`src/rtl/pulse_gen_pkg.sv`:
```
// Shared types for the pulse train generator: FSM state encoding and timing helpers.
package pulse_gen_pkg;

  typedef enum logic [1:0] {
    IDLE  = 2'd0,
    DELAY = 2'd1,
    HIGH  = 2'd2,
    LOW   = 2'd3
  } state_t;

  // Widest timing value the helpers accept; narrower counters are zero-extended into it.
  typedef logic [63:0] wide_cnt_t;

  // A train needs at least one high cycle and at least one low cycle per period.
  function automatic logic cfg_legal(wide_cnt_t width, wide_cnt_t period);
    return (width != '0) && (period > width);
  endfunction

endpackage

```
`src/rtl/pulse_down_counter.sv`:
```
// Loadable down-counter used to time the DELAY, HIGH and LOW phases; holds at zero.
module pulse_down_counter import pulse_gen_pkg::*; #(
  parameter int unsigned CNT_W = 32
) (
  input  logic             clk,
  input  logic             reset,
  input  logic             load,
  input  logic             enable,
  input  logic [CNT_W-1:0] load_val,
  output logic [CNT_W-1:0] count,
  output logic             zero
);

  logic [CNT_W-1:0] count_q, count_d;

  always_comb begin
    count_d = count_q;
    if (load) begin
      count_d = load_val;
    end else if (enable && (count_q != '0)) begin
      count_d = count_q - CNT_W'(1);
    end
  end

  always_ff @(posedge clk) begin
    if (reset) begin
      count_q <= '0;
    end else begin
      count_q <= count_d;
    end
  end

  assign count = count_q;
  assign zero  = (count_q == '0);

endmodule

```
`src/rtl/pulse_train_generator.sv`:
```
// Programmable pulse train generator: optional start delay, then N (or endless) pulses of
// W high cycles repeating every P cycles, with abort, config checking and status strobes.
module pulse_train_generator import pulse_gen_pkg::*; #(
  parameter int unsigned CNT_W       = 32,
  parameter int unsigned REP_W       = 16,
  parameter bit          ACTIVE_HIGH = 1'b1
) (
  input  logic             clk,
  input  logic             reset,
  input  logic             start,
  input  logic             abort,
  input  logic [CNT_W-1:0] cfg_delay,
  input  logic [CNT_W-1:0] cfg_width,
  input  logic [CNT_W-1:0] cfg_period,
  input  logic [REP_W-1:0] cfg_count,
  output logic             pulse_out,
  output logic             busy,
  output logic             done,
  output logic             cfg_err,
  output logic             delay_led,
  output logic             pulse_led
);

  state_t state_q, state_d;

  logic [CNT_W-1:0] width_q;
  logic [CNT_W-1:0] low_q;
  logic [REP_W-1:0] count_q;
  logic [REP_W-1:0] pulse_cnt_q, pulse_cnt_d;

  logic             pulse_q, done_q, done_d, cfg_err_q, cfg_err_d;
  logic             accept;
  logic             legal;
  logic             last_pulse;

  logic             cnt_load, cnt_en, cnt_zero;
  logic [CNT_W-1:0] cnt_load_val;
  logic [CNT_W-1:0] cnt_value;

  pulse_down_counter #(
    .CNT_W (CNT_W)
  ) u_phase_cnt (
    .clk      (clk),
    .reset    (reset),
    .load     (cnt_load),
    .enable   (cnt_en),
    .load_val (cnt_load_val),
    .count    (cnt_value),
    .zero     (cnt_zero)
  );

  assign legal = cfg_legal(wide_cnt_t'(cfg_width), wide_cnt_t'(cfg_period));

  // pulse_cnt_q counts completed HIGH phases; count_q == 0 means run until abort.
  assign last_pulse = (count_q != '0) && (pulse_cnt_q == count_q - REP_W'(1));

  // State register
  always_ff @(posedge clk) begin
    if (reset) begin
      state_q <= IDLE;
    end else begin
      state_q <= state_d;
    end
  end

  // Next-state and phase-counter control
  always_comb begin
    state_d      = state_q;
    cnt_load     = 1'b0;
    cnt_en       = 1'b0;
    cnt_load_val = '0;
    pulse_cnt_d  = pulse_cnt_q;
    done_d       = 1'b0;
    cfg_err_d    = 1'b0;
    accept       = 1'b0;

    unique case (state_q)
      IDLE: begin
        if (start && !abort) begin
          if (legal) begin
            accept      = 1'b1;
            cnt_load    = 1'b1;
            pulse_cnt_d = '0;
            if (cfg_delay == '0) begin
              state_d      = HIGH;
              cnt_load_val = cfg_width - CNT_W'(1);
            end else begin
              state_d      = DELAY;
              cnt_load_val = cfg_delay - CNT_W'(1);
            end
          end else begin
            cfg_err_d = 1'b1;
          end
        end
      end
      DELAY: begin
        cnt_en = 1'b1;
        if (cnt_zero) begin
          state_d      = HIGH;
          cnt_load     = 1'b1;
          cnt_load_val = width_q - CNT_W'(1);
        end
      end
      HIGH: begin
        cnt_en = 1'b1;
        if (cnt_zero) begin
          if (last_pulse) begin
            state_d = IDLE;
            done_d  = 1'b1;
          end else begin
            state_d      = LOW;
            cnt_load     = 1'b1;
            cnt_load_val = low_q;
          end
          // Saturate so continuous trains never wrap the counter.
          if (pulse_cnt_q != '1) begin
            pulse_cnt_d = pulse_cnt_q + REP_W'(1);
          end
        end
      end
      LOW: begin
        cnt_en = 1'b1;
        if (cnt_zero) begin
          state_d      = HIGH;
          cnt_load     = 1'b1;
          cnt_load_val = width_q - CNT_W'(1);
        end
      end
    endcase

    if (abort && (state_q != IDLE)) begin
      state_d  = IDLE;
      done_d   = 1'b0;
      cnt_load = 1'b0;
    end
  end

  // Latched configuration, pulse counter and registered strobes
  always_ff @(posedge clk) begin
    if (reset) begin
      width_q     <= '0;
      low_q       <= '0;
      count_q     <= '0;
      pulse_cnt_q <= '0;
      pulse_q     <= ~ACTIVE_HIGH;
      done_q      <= 1'b0;
      cfg_err_q   <= 1'b0;
    end else begin
      if (accept) begin
        width_q <= cfg_width;
        low_q   <= cfg_period - cfg_width - CNT_W'(1);
        count_q <= cfg_count;
      end
      pulse_cnt_q <= pulse_cnt_d;
      // Driven from the next state so the output flop tracks HIGH exactly.
      pulse_q     <= ((state_d == HIGH) == ACTIVE_HIGH);
      done_q      <= done_d;
      cfg_err_q   <= cfg_err_d;
    end
  end

  // Outputs
  always_comb begin
    busy      = (state_q != IDLE);
    delay_led = (state_q == DELAY);
    pulse_led = (state_q == HIGH);
    pulse_out = pulse_q;
    done      = done_q;
    cfg_err   = cfg_err_q;
  end

endmodule

```
`config.mk`:
```
export PLATFORM = sky130hd
export DESIGN_NAME = pulse_train_generator
export DESIGN_NICKNAME = d
export VERILOG_FILES = /design/src/rtl/pulse_gen_pkg.sv /design/src/rtl/pulse_down_counter.sv /design/src/rtl/pulse_train_generator.sv
export SDC_FILE = /design/constraint.sdc
export NUM_CORES = 1
export LEC_CHECK = 0
export CORE_MARGIN = 1.5
export CORE_UTILIZATION = 60
export CTS_CLUSTER_DIAMETER = 150
export DETAILED_ROUTE_END_ITERATION = 8
export GPL_TIMING_DRIVEN = 0
export PLACE_DENSITY = 0.93
export SYNTH_ARGS = -nofsm -noshare
export SYNTH_HDL_FRONTEND = slang
export SYNTH_HIERARCHICAL = 1
export SYNTH_SLANG_ARGS = --single-unit
```
`constraint.sdc`:
```
create_clock -name clk -period 11.3 [get_ports clk]
set_input_delay 1.695 -clock clk [delete_from_list [all_inputs] [get_ports clk]]
set_output_delay 1.695 -clock clk [all_outputs]
set_load 0.05 [all_outputs]
```
==> run_results.csv, run 1 <==
group,metric,value,unit
yosys,postSynthNetCount,1623,
global_routing,grt.overflow.total,0,
drt,routed_via_density,6.82,
drt,drt-total-wl,37.6,mm
status,status,"finished clean",
drt,antenna_left,0,
timing,finalCriticalPeriod,6760,ps
timing,finClkSkew,7.29,ps
floorplanning,rows,49,
cells_and_area,antenna_cells,0,
yosys,netlist_instances,1468,
place,hpwlAfterDp,28.5,mm
worst_setup_path,crit_path_max_incr_delay,660,ps
yosys,yosys.area_share.xor_xnor,7.34,%
global_routing,grt_start_max_net_pins,17,
worst_hold_path,hold_class,"reg2reg",
yosys,synthAdderAreaFrac,4.56,%
yosys,postSynth.asyncResetShare,0,%
timing,setup_viol,0,
worst_setup_path,crit_family,"simple AND/OR/NAND/NOR gates",
yosys,yosysUniqueCellTypes,91,
worst_setup_path,critPathBufInv,5,
worst_setup_path,crit_chain,"clkdlybuf4s50_1 -> nor4_1 -> and4_2 -> and4_1 -> buf_2 -> buf_2 -> buf_1 -> a21oi_1 -> ha_1 -> or2b_2 -> or4_4 -> nor4_1 -> o21ai_1 -> a211oi_2 -> nand3_1 -> xor2_1 -> a221o_1 -> inv_1 -> a21oi_1 -> o31a_1",
global_routing,grt_pass1_wl,58.6,mm
power,power,1540,µW
worst_setup_path,worstSetupStartpoint,"cfg_delay[23]",
yosys,synth_edf_count,0,
clocking,clk_latency,440,ps
drt,num_vias,12600,
yosys,synth-simple-area-share,28.6,%
floorplanning,ioPinCount,122,
clocking,cts_resized,0,
timing,hold_viol,0,
cells_and_area,synthToLayoutAreaGrowth,19.2,%
yosys,syn_area_per_cell,7.40,µm²
timing,relSlewSlack,37.0,%
clocking,cts_made_buffers,17,
cells_and_area,drive_gt1_share,6.23,%
worst_setup_path,critPathSlowestCell,"clkdlybuf4s50_1",
yosys,synth_flop_cell,"dfxtp_1",
clocking,tritoncts,"built",
floorplanning,die_y,138,µm
timing,maxSlewViolCount,0,
power,p_leak,0.00489,µW
clocking,clockBufferDepth,2,
cells_and_area,finalNetCount,1762,
timing,clock.fmax,148,MHz
clocking,clk_transition_reported_paths,60,ps
floorplanning,core_area,0.0178,mm²
worst_hold_path,worstHoldStart,"low_q[1]",
clocking,htreeDepth,4,
global_routing,grt_use_total,40.0,%
place,numPortBuffers,120,
global_routing,grt_pass1_vias,11300,
global_routing,grt_antenna_before_repair,0,
worst_setup_path,worst_ep_required_time,11620,ps
floorplanning,start_util,60.9,%
timing,finalSetupTns,0,ps
worst_setup_path,crit_path_max_fanout,10,
drt,drtIter0Drc,1885,
clocking,cts_setup_buffers,0,
drt,drc,0,
place,gp_congestion,1.03,
drt,dr.pass1.iters,6,
yosys,synth_compound_area_share,27.1,%
drt,post_drt_wl_per_cell,20.3,µm
timing,post-route-period-util,59.8,%
yosys,synth_seq_area_share,24.5,%
worst_setup_path,reg2reg_from,"u_phase_cnt/count[0]",
yosys,muxShareOfSynthArea,2.03,%
yosys,yosysWarnings,6,
floorplanning,dieArea,0.0189,mm²
worst_setup_path,worstSetupEndpointType,"flip-flop",
clocking,numClockSinks,133,
worst_setup_path,crit_type,"in2reg",
cells_and_area,final_cell_mix,"nand2_1, a21oi_1, dfxtp_1, clkdlybuf4s50_1, nor2_1",
yosys,ys_seq_elements,133,
clocking,cts_hold_buf,0,
timing,worst_pin_slew,938,ps
yosys,netlist_area,0.0109,mm²
cells_and_area,layout_commonest_cell,"nand2_1",
floorplanning,die_x,138,µm
timing,rsz0062_at_grt,"false",
clocking,clockRootBuffer,"clkbuf_16",
worst_setup_path,crit_arrival,7080,ps
power,p_per_area,119,mW/mm²
power,ir_drop,0.0947,mV
worst_setup_path,cp-start-kind,"primary input",
yosys,synth_top_family_by_area,"simple AND/OR/NAND/NOR gates",
job,cap_viol_max_count,0,
-- registers in the layout, summed over array words and instances (netlist names) --
name and count:
count_q 16, state_q 2, pulse_cnt_q 16, pulse_out 1
width_q 32, done 1, cfg_err 1, u_phase_cnt/count 32
low_q 32
-- kinds of logic after synthesis --
| kind of cell | Yosys count |
|---|---|
| muxes | 22 |
| and+or+nand+nor | 608 |
| DFF | 133 |
| AOI/OAI and AO/OA | 428 |
| adders and majority gates | 39 |
| buffers and inverters | 147 |
| xor gates and xnor gates | 91 |
-- metrics by stage --
step / util (%) / setup slack, ps / area, µm² / std cells / hold WS, ps
2_1_floorplan: - / 6000 / 10900 / 1468 / 432
6_report: 72.6 / 4540 / 12900 / 1849 / 456
3_5_place_dp: 69.2 / 4370 / 12300 / 1817 / 447
4_1_cts: 72.6 / 4790 / 12900 / 1849 / 455
5_1_grt: 72.6 / 4460 / 12900 / 1849 / 487
3_3_place_gp: 69.2 / 4430 / 12300 / 1817 / 444
-- layer usage --
metal / GRT usage (%) / vias up / routed length (µm)
li1: - / 5705 / -
met1: 51.4 / 5764 / 14000
met2: 62.0 / 946 / 16700
met3: 8.65 / 202 / 4690
met4: 22.4 / 0 / 2240
met5: 0 / - / 0
-- Yosys cell counts, drive strengths merged (5+ instances only) --
| library cell | count | share of area, % |
|---|---|---|
| nand2 | 202 | 7.0 |
| a21oi | 161 | 7.4 |
| dfxtp | 133 | 25 |
| nor2 | 119 | 4.2 |
| clkbuf | 67 | 2.7 |
| inv | 60 | 2.1 |
| nand3 | 57 | 2.6 |
| o21ai | 50 | 2.4 |
| xnor2 | 48 | 3.9 |
| or3 | 44 | 2.7 |
| xor2 | 43 | 3.5 |
| ha | 38 | 4.4 |
| nor3 | 37 | 1.8 |
| a221o | 32 | 2.9 |
| nor4 | 27 | 1.9 |
| a21o | 25 | 1.7 |
| or4 | 23 | 1.7 |
| mux2i | 22 | 2.0 |
| nand4 | 21 | 1.3 |
| o211ai | 21 | 1.5 |
| a311oi | 20 | 2.0 |
| buf | 20 | 1.0 |
| a211oi | 18 | 1.3 |
| a31oi | 15 | 0.86 |
| and3 | 15 | 0.88 |
| o31ai | 15 | 1.2 |
| and2 | 11 | 0.63 |
| nand3b | 9 | 0.62 |
| o2111ai | 8 | 0.65 |
| o21a | 8 | 0.62 |
| a2111oi | 7 | 0.74 |
| and4 | 7 | 0.58 |
| nand2b | 7 | 0.40 |
| or2 | 6 | 0.35 |
| a221oi | 5 | 0.40 |
| nor3b | 5 | 0.35 |
| o41ai | 5 | 0.40 |
-- power by group --
group	leakage, µW	internal [µW]	switching, µW
combinational	0.00352	183	273
clock	0.000285	351	219
sequential	0.00108	491	25.6
-- area by class of cell --
cell class	instances	area, µm²
multi-input cells	1188	7570
repair buffers	120	1200
inverters	60	225
clock inverters	13	158
clock buffers	19	443
well taps	229	287
fillers	1374	4890
flip-flops and latches	133	2660
plain buffers	87	402
-- path summary, 6_finish.rpt --
| kind | cells past startpoint | end | slack, ps |
|---|---|---|---|
| max reg2reg | 14 | u_phase_cnt/count[3] | 6720 |
| min reg2reg | 2 | low_q[1] | 460 |
| min | 2 | low_q[1] | 460 |
| max | 20 | u_phase_cnt/count[28] | 4540 |
-- tightest hold or removal path: stages, from the launching register on --
cell     delay, ps
dfxtp_1        310
nand2_1         50
a21oi_1         50
(Power assumes the default switching activity.)
==> inputs of run 2 (changes only) <==
--- a/config.mk
+++ b/config.mk
@@ -6,11 +6,11 @@
 export NUM_CORES = 1
 export LEC_CHECK = 0
 export CORE_MARGIN = 1.5
-export CORE_UTILIZATION = 60
+export CORE_UTILIZATION = 58
 export CTS_CLUSTER_DIAMETER = 150
 export DETAILED_ROUTE_END_ITERATION = 8
 export GPL_TIMING_DRIVEN = 0
-export PLACE_DENSITY = 0.93
+export PLACE_DENSITY = 0.91
 export SYNTH_ARGS = -nofsm -noshare
 export SYNTH_HDL_FRONTEND = slang
 export SYNTH_HIERARCHICAL = 1
==> constraint.sdc (replaced) <==
create_clock -name clk -period 6.85 [get_ports clk]
set_input_delay 1.0275 -clock clk [delete_from_list [all_inputs] [get_ports clk]]
set_output_delay 1.0275 -clock clk [all_outputs]
set_load 0.05 [all_outputs]
==> run 2 against run 1 <==
  * The flow now finishes with violations (DRC)
  * Cell count is the same
  * Count of clock-buffer cells in the layout grew 2
  * Sequential power grew 65%
  * Worst hold slack gained 4.8 ps
  * Wire length shrank 0.72%
  * Critical path depth is the same
  * Register-to-register slack lost 4600 ps
  * Utilization shrank 1.6 points
  * Highest routed layer unchanged
==> run_results.csv, run 2 (same netlist as run 1, synthesis figures left out) <==
group,metric,value,unit
clocking,cts_made_buffers,17,
drt,routed-wl-met3,4.49,mm
worst_setup_path,worstSetupStartpoint,"cfg_delay[23]",
worst_setup_path,crit_arrival,6410,ps
drt,top_layer,"met4",
clocking,clk_transition_reported_paths,60,ps
cells_and_area,multi_input_area,0.00757,mm²
clocking,htreeDepth,4,
worst_setup_path,worstSetupEndpointType,"flip-flop",
place,numPortBuffers,120,
drt,num_vias,12400,
clocking,cts_setup_buffers,0,
floorplanning,rows,49,
worst_setup_path,reg2reg_from,"u_phase_cnt/count[19]",
global_routing,grt_start_max_net_pins,17,
clocking,clk_latency,440,ps
drt,routed_via_density,6.70,
drt,drc,2,
cells_and_area,fill_cells,1487,
drt,post_drt_wl_per_cell,20.2,µm
floorplanning,core_area,0.0181,mm²
clocking,cts_hold_buf,0,
clocking,clockBufferDepth,2,
cells_and_area,antenna_cells,0,
global_routing,grt_pass1_wl,58.0,mm
drt,antenna_left,0,
worst_setup_path,crit_path_max_fanout,10,
power,p_leak,0.00487,µW
timing,worst_pin_slew,950,ps
clocking,cts_resized,0,
timing,finalCriticalPeriod,6080,ps
cells_and_area,final_area,0.0129,mm²
worst_setup_path,crit_type,"in2reg",
cells_and_area,seq_area,0.00266,mm²
cells_and_area,drive_gt1_share,6.11,%
drt,drt-total-wl,37.4,mm
floorplanning,dieArea,0.0196,mm²
drt,drtIter0Drc,1722,
cells_and_area,synthToLayoutAreaGrowth,18.6,%
status,violations,"DRC",
floorplanning,die_y,140,µm
global_routing,grt.overflow.total,0,
drt,dr.pass1.iters,9,
cells_and_area,final_cell_mix,"nand2_1, a21oi_1, dfxtp_1, clkdlybuf4s50_1, nor2_1",
timing,relSlewSlack,36.1,%
floorplanning,start_util,59.8,%
power,ir_drop,0.128,mV
place,dpl-instance-area,0.0123,mm²
timing,finalSetupTns,0,ps
clocking,tritoncts,"built",
floorplanning,die_x,140,µm
worst_setup_path,worst_ep_required_time,7180,ps
drt,wl_met1,14.7,mm
clocking,clockRootBuffer,"clkbuf_16",
timing,finClkSkew,10.1,ps
timing,hold_viol,0,
global_routing,grt_antenna_before_repair,0,
cells_and_area,finalNetCount,1762,
power,p_per_area,191,mW/mm²
global_routing,grt_pass1_vias,11200,
status,status,"finished with violations",
clocking,numClockSinks,133,
job,cap_viol_max_count,0,
worst_setup_path,cp-start-kind,"primary input",
place,gp_congestion,1.05,
drt,route.met2.wl,16.5,mm
timing,post-route-period-util,88.8,%
worst_hold_path,hold_class,"reg2reg",
timing,maxSlewViolCount,0,
floorplanning,ioPinCount,122,
cells_and_area,layout_commonest_cell,"nand2_1",
timing,setup_viol,0,
global_routing,grt_use_total,37.2,%
worst_hold_path,worstHoldStart,"width_q[1]",
place,hpwlAfterDp,28.6,mm
timing,clock.fmax,164,MHz
timing,rsz0062_at_grt,"false",
## run 2: cell count changes in the layout (fill, tap and decap cells not counted)
cell / delta
clkinv_2: +4
clkinvlp_4: -2
clkbuf_1: +2
bufinv_16: -2
clkinv_4: -2
## run 2: through the flow
stage	hold WS [ps]	util, %	total power (µW)	cells	setup slack (ps)
detailed placement	450	68.0	1590	1817	546
global route	480	71.0	2550	1849	584
floorplan	432	-	1350	1468	2220
CTS	458	71.0	2430	1849	977
global placement	443	68.0	1570	1817	576
finish	460	71.0	2460	1849	766
## run 2: metal layers
layer  global-route usage, %  vias to the layer above
met4                    17.8                        0
met2                    58.9                      822
li1                        -                     5718
met3                    7.71                      147
met1                    48.6                     5694
met5                       0                        -
## run 2: final timing paths
| kind | end | slack [ps] | depth (start not counted) |
|---|---|---|---|
| worst max-delay path | u_phase_cnt/count[28] | 770 | 20 |
| worst min-delay path | width_q[1] | 460 | 2 |
| worst max register to register | u_phase_cnt/count[29] | 2130 | 12 |
| worst min register to register | width_q[1] | 460 | 2 |
## run 2: worst max-delay path: stages
cell	delay (ps)
clkdlybuf4s50_1	640
nor4_1	140
and4_2	300
and4_1	200
buf_2	190
buf_2	240
buf_1	350
a21oi_1	330
ha_1	260
or2b_2	360
or4_4	470
nor4_1	260
o21ai_1	210
a211oi_2	410
nand3_1	150
xor2_1	180
a221o_1	360
inv_1	110
a21oi_1	80
o31a_1	130
## run 2: cell type report
cell class / instances / share of cell area, %
Buffer: 87 / 3.12
Tap cell: 229 / 2.22
Multi-Input combinational cell: 1188 / 58.8
Clock buffer: 21 / 3.50
Timing Repair Buffer: 120 / 9.32
Inverter: 60 / 1.75
Clock inverter: 11 / 0.660
Sequential cell: 133 / 20.7
## run 2: report_power, final
part | total (µW) | internal, µW | switching (µW) | leakage, µW
clock network | 850 | 502 | 349 | 0.000266
registers | 852 | 811 | 41.0 | 0.00108
logic | 755 | 302 | 453 | 0.00352
